<file path="src/rtl/fpu_sqrt_digit_recurrence.sv">
// Radix-2 restoring square root for {sign, exponent, explicit-integer significand} floats.
// Normal operands: one root bit per cycle, done MANT_W+3 cycles after acceptance; specials resolve after one cycle.
module fpu_sqrt_digit_recurrence #(
    parameter int EXP_W  = 15,
    parameter int MANT_W = 64
) (
    input  logic                  clk,
    input  logic                  reset,
    input  logic                  enable,
    input  logic [1:0]            rounding_mode,
    input  logic [EXP_W+MANT_W:0] s_in,
    output logic [EXP_W+MANT_W:0] sqrt_out,
    output logic                  done,
    output logic                  busy,
    output logic                  error,
    output logic                  flag_inexact,
    output logic                  flag_denormal
);
    localparam int W     = 1 + EXP_W + MANT_W;
    localparam int CNT_W = $clog2(MANT_W + 1);
    localparam int RAD_W = 2 * (MANT_W + 1);
    localparam logic [EXP_W:0]    BIAS    = {2'b00, {(EXP_W-1){1'b1}}};
    localparam logic [MANT_W-1:0] INT_BIT = {1'b1, {(MANT_W-1){1'b0}}};
    localparam logic [W-1:0]      QNAN    = {1'b1, {EXP_W{1'b1}}, 2'b11, {(MANT_W-2){1'b0}}};
    localparam logic [W-1:0]      QUIET   = {{(EXP_W+2){1'b0}}, 1'b1, {(MANT_W-2){1'b0}}};
    localparam logic [CNT_W-1:0]  LAST    = CNT_W'(MANT_W);

    typedef enum logic [2:0] {IDLE, PREP, ITER, ROUND, DONE} state_t;

    state_t             state_q, state_d;
    logic [W-1:0]       op_q, op_d;
    logic [1:0]         rm_q, rm_d;
    logic [RAD_W-1:0]   rad_q, rad_d;
    logic [MANT_W+2:0]  rem_q, rem_d;
    logic [MANT_W:0]    root_q, root_d;
    logic [EXP_W-1:0]   exp_q, exp_d;
    logic [CNT_W-1:0]   cnt_q, cnt_d;
    logic [W-1:0]       sqrt_out_q, sqrt_out_d;
    logic               error_q, error_d;
    logic               inexact_q, inexact_d;
    logic               denorm_q, denorm_d;

    logic               op_sign;
    logic [EXP_W-1:0]   op_exp;
    logic [MANT_W-1:0]  op_sig;
    logic [EXP_W:0]     exp_sum;
    logic [MANT_W:0]    rad_init;
    logic [MANT_W+2:0]  rem_sh, trial;
    logic               take, guard, sticky, inc;
    logic [MANT_W:0]    sig_sum;

    assign op_sign  = op_q[W-1];
    assign op_exp   = op_q[MANT_W +: EXP_W];
    assign op_sig   = op_q[MANT_W-1:0];
    // Odd biased exponent means even unbiased exponent: radicand stays in [1,2), otherwise doubled.
    assign exp_sum  = {1'b0, op_exp} + BIAS - {{EXP_W{1'b0}}, ~op_exp[0]};
    assign rad_init = op_exp[0] ? {1'b0, op_sig} : {op_sig, 1'b0};

    assign rem_sh = {rem_q[MANT_W:0], rad_q[RAD_W-1 -: 2]};
    assign trial  = {root_q, 2'b01};
    assign take   = rem_sh >= trial;

    assign guard  = root_q[0];
    assign sticky = |rem_q;
    always_comb begin
        case (rm_q)
            2'b00:   inc = guard & (sticky | root_q[1]);
            2'b10:   inc = guard | sticky;
            default: inc = 1'b0;
        endcase
    end
    assign sig_sum = {1'b0, root_q[MANT_W:1]} + {{MANT_W{1'b0}}, inc};

    always_comb begin
        state_d    = state_q;
        op_d       = op_q;
        rm_d       = rm_q;
        rad_d      = rad_q;
        rem_d      = rem_q;
        root_d     = root_q;
        exp_d      = exp_q;
        cnt_d      = cnt_q;
        sqrt_out_d = sqrt_out_q;
        error_d    = error_q;
        inexact_d  = inexact_q;
        denorm_d   = denorm_q;
        case (state_q)
            IDLE: begin
                if (enable) begin
                    op_d      = s_in;
                    rm_d      = rounding_mode;
                    error_d   = 1'b0;
                    inexact_d = 1'b0;
                    denorm_d  = 1'b0;
                    state_d   = PREP;
                end
            end
            PREP: begin
                state_d = DONE;
                if (&op_exp) begin
                    if (op_sig == INT_BIT) begin
                        sqrt_out_d = op_sign ? QNAN : op_q;
                        error_d    = op_sign;
                    end else begin
                        sqrt_out_d = op_q | QUIET;
                        error_d    = ~op_sig[MANT_W-2];
                    end
                end else if (op_exp == '0) begin
                    sqrt_out_d = {op_sign, {(W-1){1'b0}}};
                    denorm_d   = |op_sig;
                    inexact_d  = |op_sig;
                end else if (op_sign || !op_sig[MANT_W-1]) begin
                    sqrt_out_d = QNAN;
                    error_d    = 1'b1;
                end else begin
                    rad_d   = {rad_init, {(MANT_W+1){1'b0}}};
                    rem_d   = '0;
                    root_d  = '0;
                    cnt_d   = '0;
                    exp_d   = EXP_W'(exp_sum >> 1);
                    state_d = ITER;
                end
            end
            ITER: begin
                rem_d   = take ? rem_sh - trial : rem_sh;
                root_d  = {root_q[MANT_W-1:0], take};
                rad_d   = {rad_q[RAD_W-3:0], 2'b00};
                cnt_d   = cnt_q + 1'b1;
                if (cnt_q == LAST) state_d = ROUND;
            end
            ROUND: begin
                inexact_d = guard | sticky;
                if (sig_sum[MANT_W])
                    sqrt_out_d = {1'b0, exp_q + {{(EXP_W-1){1'b0}}, 1'b1}, INT_BIT};
                else
                    sqrt_out_d = {1'b0, exp_q, sig_sum[MANT_W-1:0]};
                state_d = DONE;
            end
            DONE: begin
                if (!enable) state_d = IDLE;
            end
            default: state_d = IDLE;
        endcase
    end

    always_ff @(posedge clk) begin
        if (reset) begin
            state_q    <= IDLE;
            op_q       <= '0;
            rm_q       <= '0;
            rad_q      <= '0;
            rem_q      <= '0;
            root_q     <= '0;
            exp_q      <= '0;
            cnt_q      <= '0;
            sqrt_out_q <= '0;
            error_q    <= 1'b0;
            inexact_q  <= 1'b0;
            denorm_q   <= 1'b0;
        end else begin
            state_q    <= state_d;
            op_q       <= op_d;
            rm_q       <= rm_d;
            rad_q      <= rad_d;
            rem_q      <= rem_d;
            root_q     <= root_d;
            exp_q      <= exp_d;
            cnt_q      <= cnt_d;
            sqrt_out_q <= sqrt_out_d;
            error_q    <= error_d;
            inexact_q  <= inexact_d;
            denorm_q   <= denorm_d;
        end
    end

    assign sqrt_out      = sqrt_out_q;
    assign done          = (state_q == DONE);
    assign busy          = (state_q == PREP) || (state_q == ITER) || (state_q == ROUND);
    assign error         = error_q;
    assign flag_inexact  = inexact_q;
    assign flag_denormal = denorm_q;
endmodule

</file>
<file path="config.mk">
export PLATFORM = sky130hd
export DESIGN_NAME = fpu_sqrt_digit_recurrence
export DESIGN_NICKNAME = d
export VERILOG_FILES = /design/src/rtl/fpu_sqrt_digit_recurrence.sv
export SDC_FILE = /design/constraint.sdc
export NUM_CORES = 1
export LEC_CHECK = 0
export ABC_AREA = 1
export CAP_MARGIN = 10
export CORE_MARGIN = 5
export CORE_UTILIZATION = 50
export DETAILED_ROUTE_END_ITERATION = 8
export HOLD_SLACK_MARGIN = 0.08
export PLACE_DENSITY = 0.68
export SYNTH_ARGS = -nofsm -noshare
export SYNTH_HDL_FRONTEND = slang
export SYNTH_SLANG_ARGS = --single-unit
export TNS_END_PERCENT = 5
</file>
<file path="constraint.sdc">
create_clock -name clk -period 3.4 [get_ports clk]
set_input_delay 0.85 -clock clk [delete_from_list [all_inputs] [get_ports clk]]
set_output_delay 0.85 -clock clk [all_outputs]
set_load 0.01 [all_outputs]
</file>
==> results of run 1 <==
[cells in the mapped netlist, types with 7 or more instances]
| master | number | share of area [%] |
|---|---|---|
| sky130_fd_sc_hd__nand2_1 | 1403 | 20 |
| sky130_fd_sc_hd__inv_1 | 590 | 8.2 |
| sky130_fd_sc_hd__dfxtp_1 | 387 | 29 |
| sky130_fd_sc_hd__o21ai_0 | 319 | 5.9 |
| sky130_fd_sc_hd__a21oi_1 | 314 | 5.8 |
| sky130_fd_sc_hd__nor2_1 | 300 | 4.2 |
| sky130_fd_sc_hd__nand3_1 | 249 | 4.6 |
| sky130_fd_sc_hd__clkbuf_1 | 111 | 1.5 |
| sky130_fd_sc_hd__ha_1 | 100 | 4.7 |
| sky130_fd_sc_hd__a31oi_1 | 91 | 2.1 |
| sky130_fd_sc_hd__nand3b_1 | 73 | 2.0 |
| sky130_fd_sc_hd__nand4_1 | 66 | 1.5 |
| sky130_fd_sc_hd__nor3_1 | 58 | 1.1 |
| sky130_fd_sc_hd__buf_2 | 45 | 0.84 |
| sky130_fd_sc_hd__xor2_1 | 43 | 1.4 |
| sky130_fd_sc_hd__xnor2_1 | 37 | 1.2 |
| sky130_fd_sc_hd__inv_2 | 26 | 0.36 |
| sky130_fd_sc_hd__nor4_1 | 24 | 0.56 |
| sky130_fd_sc_hd__o211ai_1 | 20 | 0.56 |
| sky130_fd_sc_hd__buf_6 | 19 | 0.80 |
| sky130_fd_sc_hd__nor2_2 | 18 | 0.42 |
| sky130_fd_sc_hd__o221ai_1 | 12 | 0.39 |
| sky130_fd_sc_hd__nand2_2 | 11 | 0.26 |
| sky130_fd_sc_hd__o211ai_2 | 11 | 0.51 |
| sky130_fd_sc_hd__buf_4 | 8 | 0.22 |
| sky130_fd_sc_hd__nor3_2 | 8 | 0.30 |
| sky130_fd_sc_hd__buf_1 | 7 | 0.098 |
| sky130_fd_sc_hd__o21ai_1 | 7 | 0.13 |
[state kept, by name, indices dropped and copies added (netlist names)]
name / flops
rem_q: 67
rm_q: 2
sqrt_out: 80
state_q: 3
exp_q: 15
flag_denormal: 1
cnt_q: 7
op_q: 80
flag_inexact: 1
rad_q: 65
root_q: 65
error: 1
[final cells by class]
class / count / area [um^2] / area share [%]
diodes: 1 / 2.50 / 0.00805
clock buffers: 63 / 1280 / 4.12
flip-flops and latches: 387 / 7750 / 24.9
multi-input cells: 3218 / 16000 / 51.5
inverters: 617 / 2320 / 7.47
well taps: 696 / 871 / 2.80
clock inverters: 15 / 175 / 0.563
repair buffers: 280 / 2690 / 8.64
[routing by layer]
metal | vias to the layer above | global-route usage [%]
met5 | - | 0
met4 | 0 | 11.8
met3 | 225 | 5.30
met2 | 1273 | 52.0
met1 | 13400 | 43.1
li1 | 14500 | -
[final timing paths]
kind              depth (start not counted)            to  slack, ns
setup / recovery                         21  sqrt_out[47]       0.19
hold / removal                            2     rad_q[81]       0.47
setup reg to reg                         21  sqrt_out[47]       0.19
hold reg to reg                           2     rad_q[81]       0.47
[power by group]
group	switching, mW	total, mW	leakage (nW)	internal (mW)
clock network	2.01	4.86	0.720	2.85
logic	8.41	12.6	9.91	4.16
registers	0.369	5.33	3.15	4.96
total	10.8	22.8	13.8	12.0
[cell families (layout without fill, tap and decap cells)]
kind of cell | count (synthesis) | count (layout) | share of synthesized area [%]
flip-flops | 387 | 387 | 28.8
XOR/XNOR | 80 | 80 | 2.61
other | 0 | 1 | 0
AND/OR/NAND/NOR | 2242 | 2244 | 35.7
AO/OA/AOI/OAI | 793 | 793 | 16.0
adder cells (fa/ha/maj) | 101 | 101 | 4.73
buffers and inverters | 807 | 975 | 12.1
[what timing repair did]
item,in CTS,in global routing
hold buffers,0,0
resized for setup,0,16
endpoints found under the setup margin,0,50
[worst register-to-register path, stage by stage (launching register included)]
cell and delay, ns:
sky130_fd_sc_hd__dfxtp_1 0.34, sky130_fd_sc_hd__nor4_2 0.34, sky130_fd_sc_hd__nand4_1 0.29, sky130_fd_sc_hd__nor2_2 0.20, sky130_fd_sc_hd__nand3_1 0.14, sky130_fd_sc_hd__o21ai_0 0.20
sky130_fd_sc_hd__a21oi_1 0.13, sky130_fd_sc_hd__ha_1 0.19, sky130_fd_sc_hd__nand2_1 0.11, sky130_fd_sc_hd__inv_2 0.08, sky130_fd_sc_hd__nand2_2 0.12, sky130_fd_sc_hd__nor2_4 0.05
sky130_fd_sc_hd__nand2_2 0.15, sky130_fd_sc_hd__nor2_4 0.05, sky130_fd_sc_hd__nand3_2 0.07, sky130_fd_sc_hd__nor2_2 0.05, sky130_fd_sc_hd__nand4_2 0.10, sky130_fd_sc_hd__nand2_2 0.07
sky130_fd_sc_hd__inv_2 0.14, sky130_fd_sc_hd__buf_12 0.14, sky130_fd_sc_hd__nand3_1 0.07, sky130_fd_sc_hd__a31oi_1 0.13
==> results.md, run 1 <==
• 53600 um^2 — core outline area
• flop — category of the worst setup path capture point
• 1 — number of antenna violations at the first check in global routing
• 5480 — final-layout fill cell count
• 58.0% — utilization of the core after routing
• rem_q[56] — CP Launch Point
• flop to flop — class of the tightest hold or removal check
• rad_q[79] — Hold Path Origin
• 52 — number of distinct library cells after synthesis
• 5277 — non-filler instance count after layout
• 169 — I/O Buffers
• 8.03 mm — WL met3
• 99.2 mm — total wire length
• 85 — cell row count
• 0 ns — final sum of negative setup slack
• 76.2 mm — Final HPWL DP
• met4 — highest routed layer
• 0.34 ns — maximum cell stage delay along the critical path
• 3 — Buf+Inv Stages, Crit Path
• 3.90 ns — required time of the critical path
• nor4_2, nand4_1, nor2_2, nand3_1, o21ai_0, a21oi_1, ha_1, nand2_1, inv_2, nand2_2, nor2_4, nand2_2, nor2_4, nand3_2, nor2_2, nand4_2, nand2_2, inv_2, buf_12, nand3_1, a31oi_1 — cell chain of the critical path
• simple AND/OR/NAND/NOR gates — CP delay by family, top
• 5.57 — drt via density
• 44.3 mm — detailed route wirelength on metal2
• flop — critical path launch point type
• 3.21 ns — minimum period implied by the final worst setup slack
• 6.53% — layout cells sized above 1
• rem_q[56] — startpoint of the worst-slack reg-to-reg timing path
• 1.14 mV — Max IR drop VDD
• 94.4% — fin crit share
• 9 — highest fanout seen on the critical path
• 312 MHz — FMAX
• 170 — Top-Level Pins
• 26900 um^2 — cell area after technology mapping
• flop to flop — type of the worst setup path
• 387 — flop and latch count out of synthesis
• 3.71 ns — arrival time worst endpoint
• sky130_fd_sc_hd__clkbuf_16 — cell at the root of the clock tree
• 0 — number of setup buffers added after CTS
• 0.58 ns — clock latency on the worst-skew pair
• 0 — max-cap violation count
• 242 um — height of the die
• 0 — count of flip-flops with a built-in enable after synthesis
• 29400 — vias after detailed routing
• 0.191 ns — post-route setup slack
• 0.06 ns — Worst-path clk slew
• 6.10 um^2 — syn_area_per_cell
• 3268 — Initial DRC Count
• 29500 um^2 — placed standard-cell area
• 15.6% — synth-to-layout area growth
• 4410 — synthesized netlist cell count
• 0.0533 ns — worst setup timing slack at the placement stage
• 5196 — Cell Count Post-Placement
• 4596 — net count after synthesis
• 0 — final hold violation count
• 43 — Num CTS Buffers
• built — clock tree from TritonCTS
• 0 — setup violation total in the final timing report
• 13.8 nW — LEAKAGE
• 387 — number of clock sinks
• 1.08 ns — Slew @ Worst Pin
• 31100 um^2 — final instance area
• 22.8 mW — total power of the final layout
• completed — status
• 26700 — via count of the first global-routing pass
• 0 — number of warnings printed during yosys synthesis
• 50.2% — initial core utilization
• 4733 — nets
• 0.0243 ns — Clock Skews
• sky130_fd_sc_hd__nand2_2 — most common cell type on the critical path
• 0 — count of antenna-violating nets left after detailed routing
• 27.9% — normalized max-slew margin
• 0.466 ns — post-route worst hold slack
• 152 mm — wire length of the first global-routing pass
• 3 — Longest Clk Path Bufs
• 0 — Remaining DRCs
• 187 — pin count of the biggest net entering global routing
• 2 — number of H-tree branching levels
• 0% — FFs w/ async S/R, synth
• 6 — DRT Pass-1 Iters
• 42.8 mm — wire length the detailed router placed on met1
• sky130_fd_sc_hd__nand2_1 — most frequent standard cell in the layout excluding fill and tap cells
• 18.8 um — average wire per standard cell
• sky130_fd_sc_hd__dfxtp_1 — critical-path cell with the highest stage delay
• 1401 x sky130_fd_sc_hd__nand2_1, 589 x sky130_fd_sc_hd__inv_1, 386 x sky130_fd_sc_hd__dfxtp_1 — leading cell types in the layout, fill and taps excluded
• 0 — Final Max Tran Viols
• 242 um — die span in x
• sky130_fd_sc_hd__dfxtp_1 — commonest register cell after synthesis
• 32.0% — GRT Resource Usage Total
• 1.05 — RD Place Congestion
• 28.8% — sequential area share after synthesis
• 58500 um^2 — die area
• 732 nW/um^2 — power per standard cell area
• 0 — leftover overflow at the end of global routing
• true — setup repair after global routing missed its margin
Note: power is estimated with default switching activity, not from simulation.
==> run 2, diff against run 1 <==
--- a/config.mk
+++ b/config.mk
@@ -11,6 +11,7 @@
 export CORE_UTILIZATION = 50
 export DETAILED_ROUTE_END_ITERATION = 8
 export HOLD_SLACK_MARGIN = 0.08
+export MAX_ROUTING_LAYER = met4
 export PLACE_DENSITY = 0.68
 export SYNTH_ARGS = -nofsm -noshare
 export SYNTH_HDL_FRONTEND = slang
==> run 2 against run 1 <==
Global-route usage up 1.7 points. Routed wire length up 2.6%. Combinational power up 3%. Highest routed layer unchanged. Clock-buffer cell count down 3. Clock power about the same. Register-to-register slack worse by 0.17 ns. Setup slack worse by 0.17 ns. Critical path depth unchanged. First-iteration DRC count down 6.2%. Largest cell class unchanged. Sequential share of layout area down 0.057 points. Total power up 2.1%.
==> results.md, run 2 (synthesis gave the netlist of run 1 again) <==
• completed — status
• 53600 um^2 — core outline area
• 2 — number of H-tree branching levels
• flop — category of the worst setup path capture point
• 33.7% — GRT Resource Usage Total
• 6.50% — layout cells sized above 1
• sky130_fd_sc_hd__nand2_1 — most frequent standard cell in the layout excluding fill and tap cells
• 3 — Buf+Inv Stages, Crit Path
• 0.37 ns — maximum cell stage delay along the critical path
• 0 — Remaining DRCs
• 50.2% — initial core utilization
• 13.8 nW — LEAKAGE
• 85 — cell row count
• simple AND/OR/NAND/NOR gates — CP delay by family, top
• 19.3 um — average wire per standard cell
• 8 — highest fanout seen on the critical path
• 0 — setup violation total in the final timing report
• built — clock tree from TritonCTS
• nor4_2, nand4_1, nor2_2, nand3_1, o21ai_0, a21oi_1, ha_1, nand2_1, inv_2, nand2_2, nor2_4, nand2_2, nor2_4, nand2_2, nor2_4, inv_2, nor2_1, o21ai_1, nand3_1, nand2_1, inv_1 — cell chain of the critical path
• 79.0 mm — Final HPWL DP
• 3065 — Initial DRC Count
• 154 mm — wire length of the first global-routing pass
• 0.06 ns — Worst-path clk slew
• flop to flop — type of the worst setup path
• 3 — Longest Clk Path Bufs
• sky130_fd_sc_hd__nor4_2 — critical-path cell with the highest stage delay
• 99.4% — fin crit share
• 0.466 ns — post-route worst hold slack
• flop to flop — class of the tightest hold or removal check
• 0 — max-cap violation count
• 296 MHz — FMAX
• 0 — Antenna diodes
• 1.06 — RD Place Congestion
• 3.87 ns — arrival time worst endpoint
• 746 nW/um^2 — power per standard cell area
• 3.89 ns — required time of the critical path
• 5.50 — drt via density
• 58500 um^2 — die area
• 0 — number of antenna violations at the first check in global routing
• 169 — I/O Buffers
• true — setup repair after global routing missed its margin
• 29000 — vias after detailed routing
• 0 — count of antenna-violating nets left after detailed routing
• 1402 x sky130_fd_sc_hd__nand2_1, 589 x sky130_fd_sc_hd__inv_1, 386 x sky130_fd_sc_hd__dfxtp_1 — leading cell types in the layout, fill and taps excluded
• 1.14 ns — Slew @ Worst Pin
• 0.0314 ns — Clock Skews
• 102 mm — total wire length
• 387 — number of clock sinks
• 31200 um^2 — final instance area
• 0 — final hold violation count
• 43 — Num CTS Buffers
• 4741 — nets
• 29700 um^2 — placed standard-cell area
• 170 — Top-Level Pins
• 242 um — height of the die
• flop — critical path launch point type
• 9 — DRT Pass-1 Iters
• 1.66 mV — Max IR drop VDD
• 0 — Final Max Tran Viols
• 0 — leftover overflow at the end of global routing
• sky130_fd_sc_hd__clkbuf_16 — cell at the root of the clock tree
• 23.5% — normalized max-slew margin
• 26100 — via count of the first global-routing pass
• 242 um — die span in x
• 127 — pin count of the biggest net entering global routing
• 15.9% — synth-to-layout area growth
• 3.38 ns — minimum period implied by the final worst setup slack
• 0.58 ns — clock latency on the worst-skew pair
## run 2: area by class of cell
type / instances / area (um^2)
Clock buffer: 60 / 1220
Fill cell: 5487 / 22400
Inverter: 617 / 2320
Clock inverter: 16 / 230
Timing Repair Buffer: 288 / 2810
Tap cell: 696 / 871
Sequential cell: 387 / 7750
Multi-Input combinational cell: 3218 / 16000
## run 2: worst paths after layout
path / cells past startpoint / slack, ns / end / from
hold / removal: 2 / 0.47 / rad_q[65] / rad_q[65]
hold reg to reg: 2 / 0.47 / rad_q[65] / rad_q[65]
setup / recovery: 21 / 0.02 / sqrt_out[64] / rem_q[53]
setup reg to reg: 21 / 0.02 / sqrt_out[64] / rem_q[53]
## run 2: timing repair
action / 4_1_cts / 5_1_grt
hold buffers: 0 / 0
buffers inserted: 0 / 0
gates resized for setup: 0 / 9
setup endpoints to repair: 0 / 57
## run 2: worst min-delay path: cells and delay by family, from the launching register on
family | cells | cell delay [ns]
flops | 1 | 0.31
simple gates | 1 | 0.06
compound gates | 1 | 0.05
## run 2: layer usage
layer	vias to the layer above	track usage [%]	wire length [um]
met2	1200	52.9	45700
met3	169	5.56	8490
li1	14500	-	-
met1	13200	45.1	44200
met4	0	10.2	3400
met5	-	-	0
## run 2: metrics by stage
| step | power, mW | utilization, % | setup TNS [ns] | worst slack (ns) | cells |
|---|---|---|---|---|---|
| 4_1_cts | 22.9 | 58.1 | 0 | 0.0238 | 5280 |
| 3_3_place_gp | 18.1 | 55.4 | 0 | 0.131 | 5204 |
| 5_1_grt | 24.7 | 58.2 | -2.01 | -0.136 | 5282 |
| 6_report | 23.3 | 58.2 | 0 | 0.0203 | 5282 |
| 3_5_place_dp | 18.0 | 55.4 | 0 | 0.0594 | 5204 |
| 2_1_floorplan | 13.9 | - | 0 | 0.853 | 4410 |
## run 2: where the power goes
group	internal (mW)	switching (mW)
Combinational	4.42	8.60
Sequential	4.96	0.375
Clock	2.90	2.00
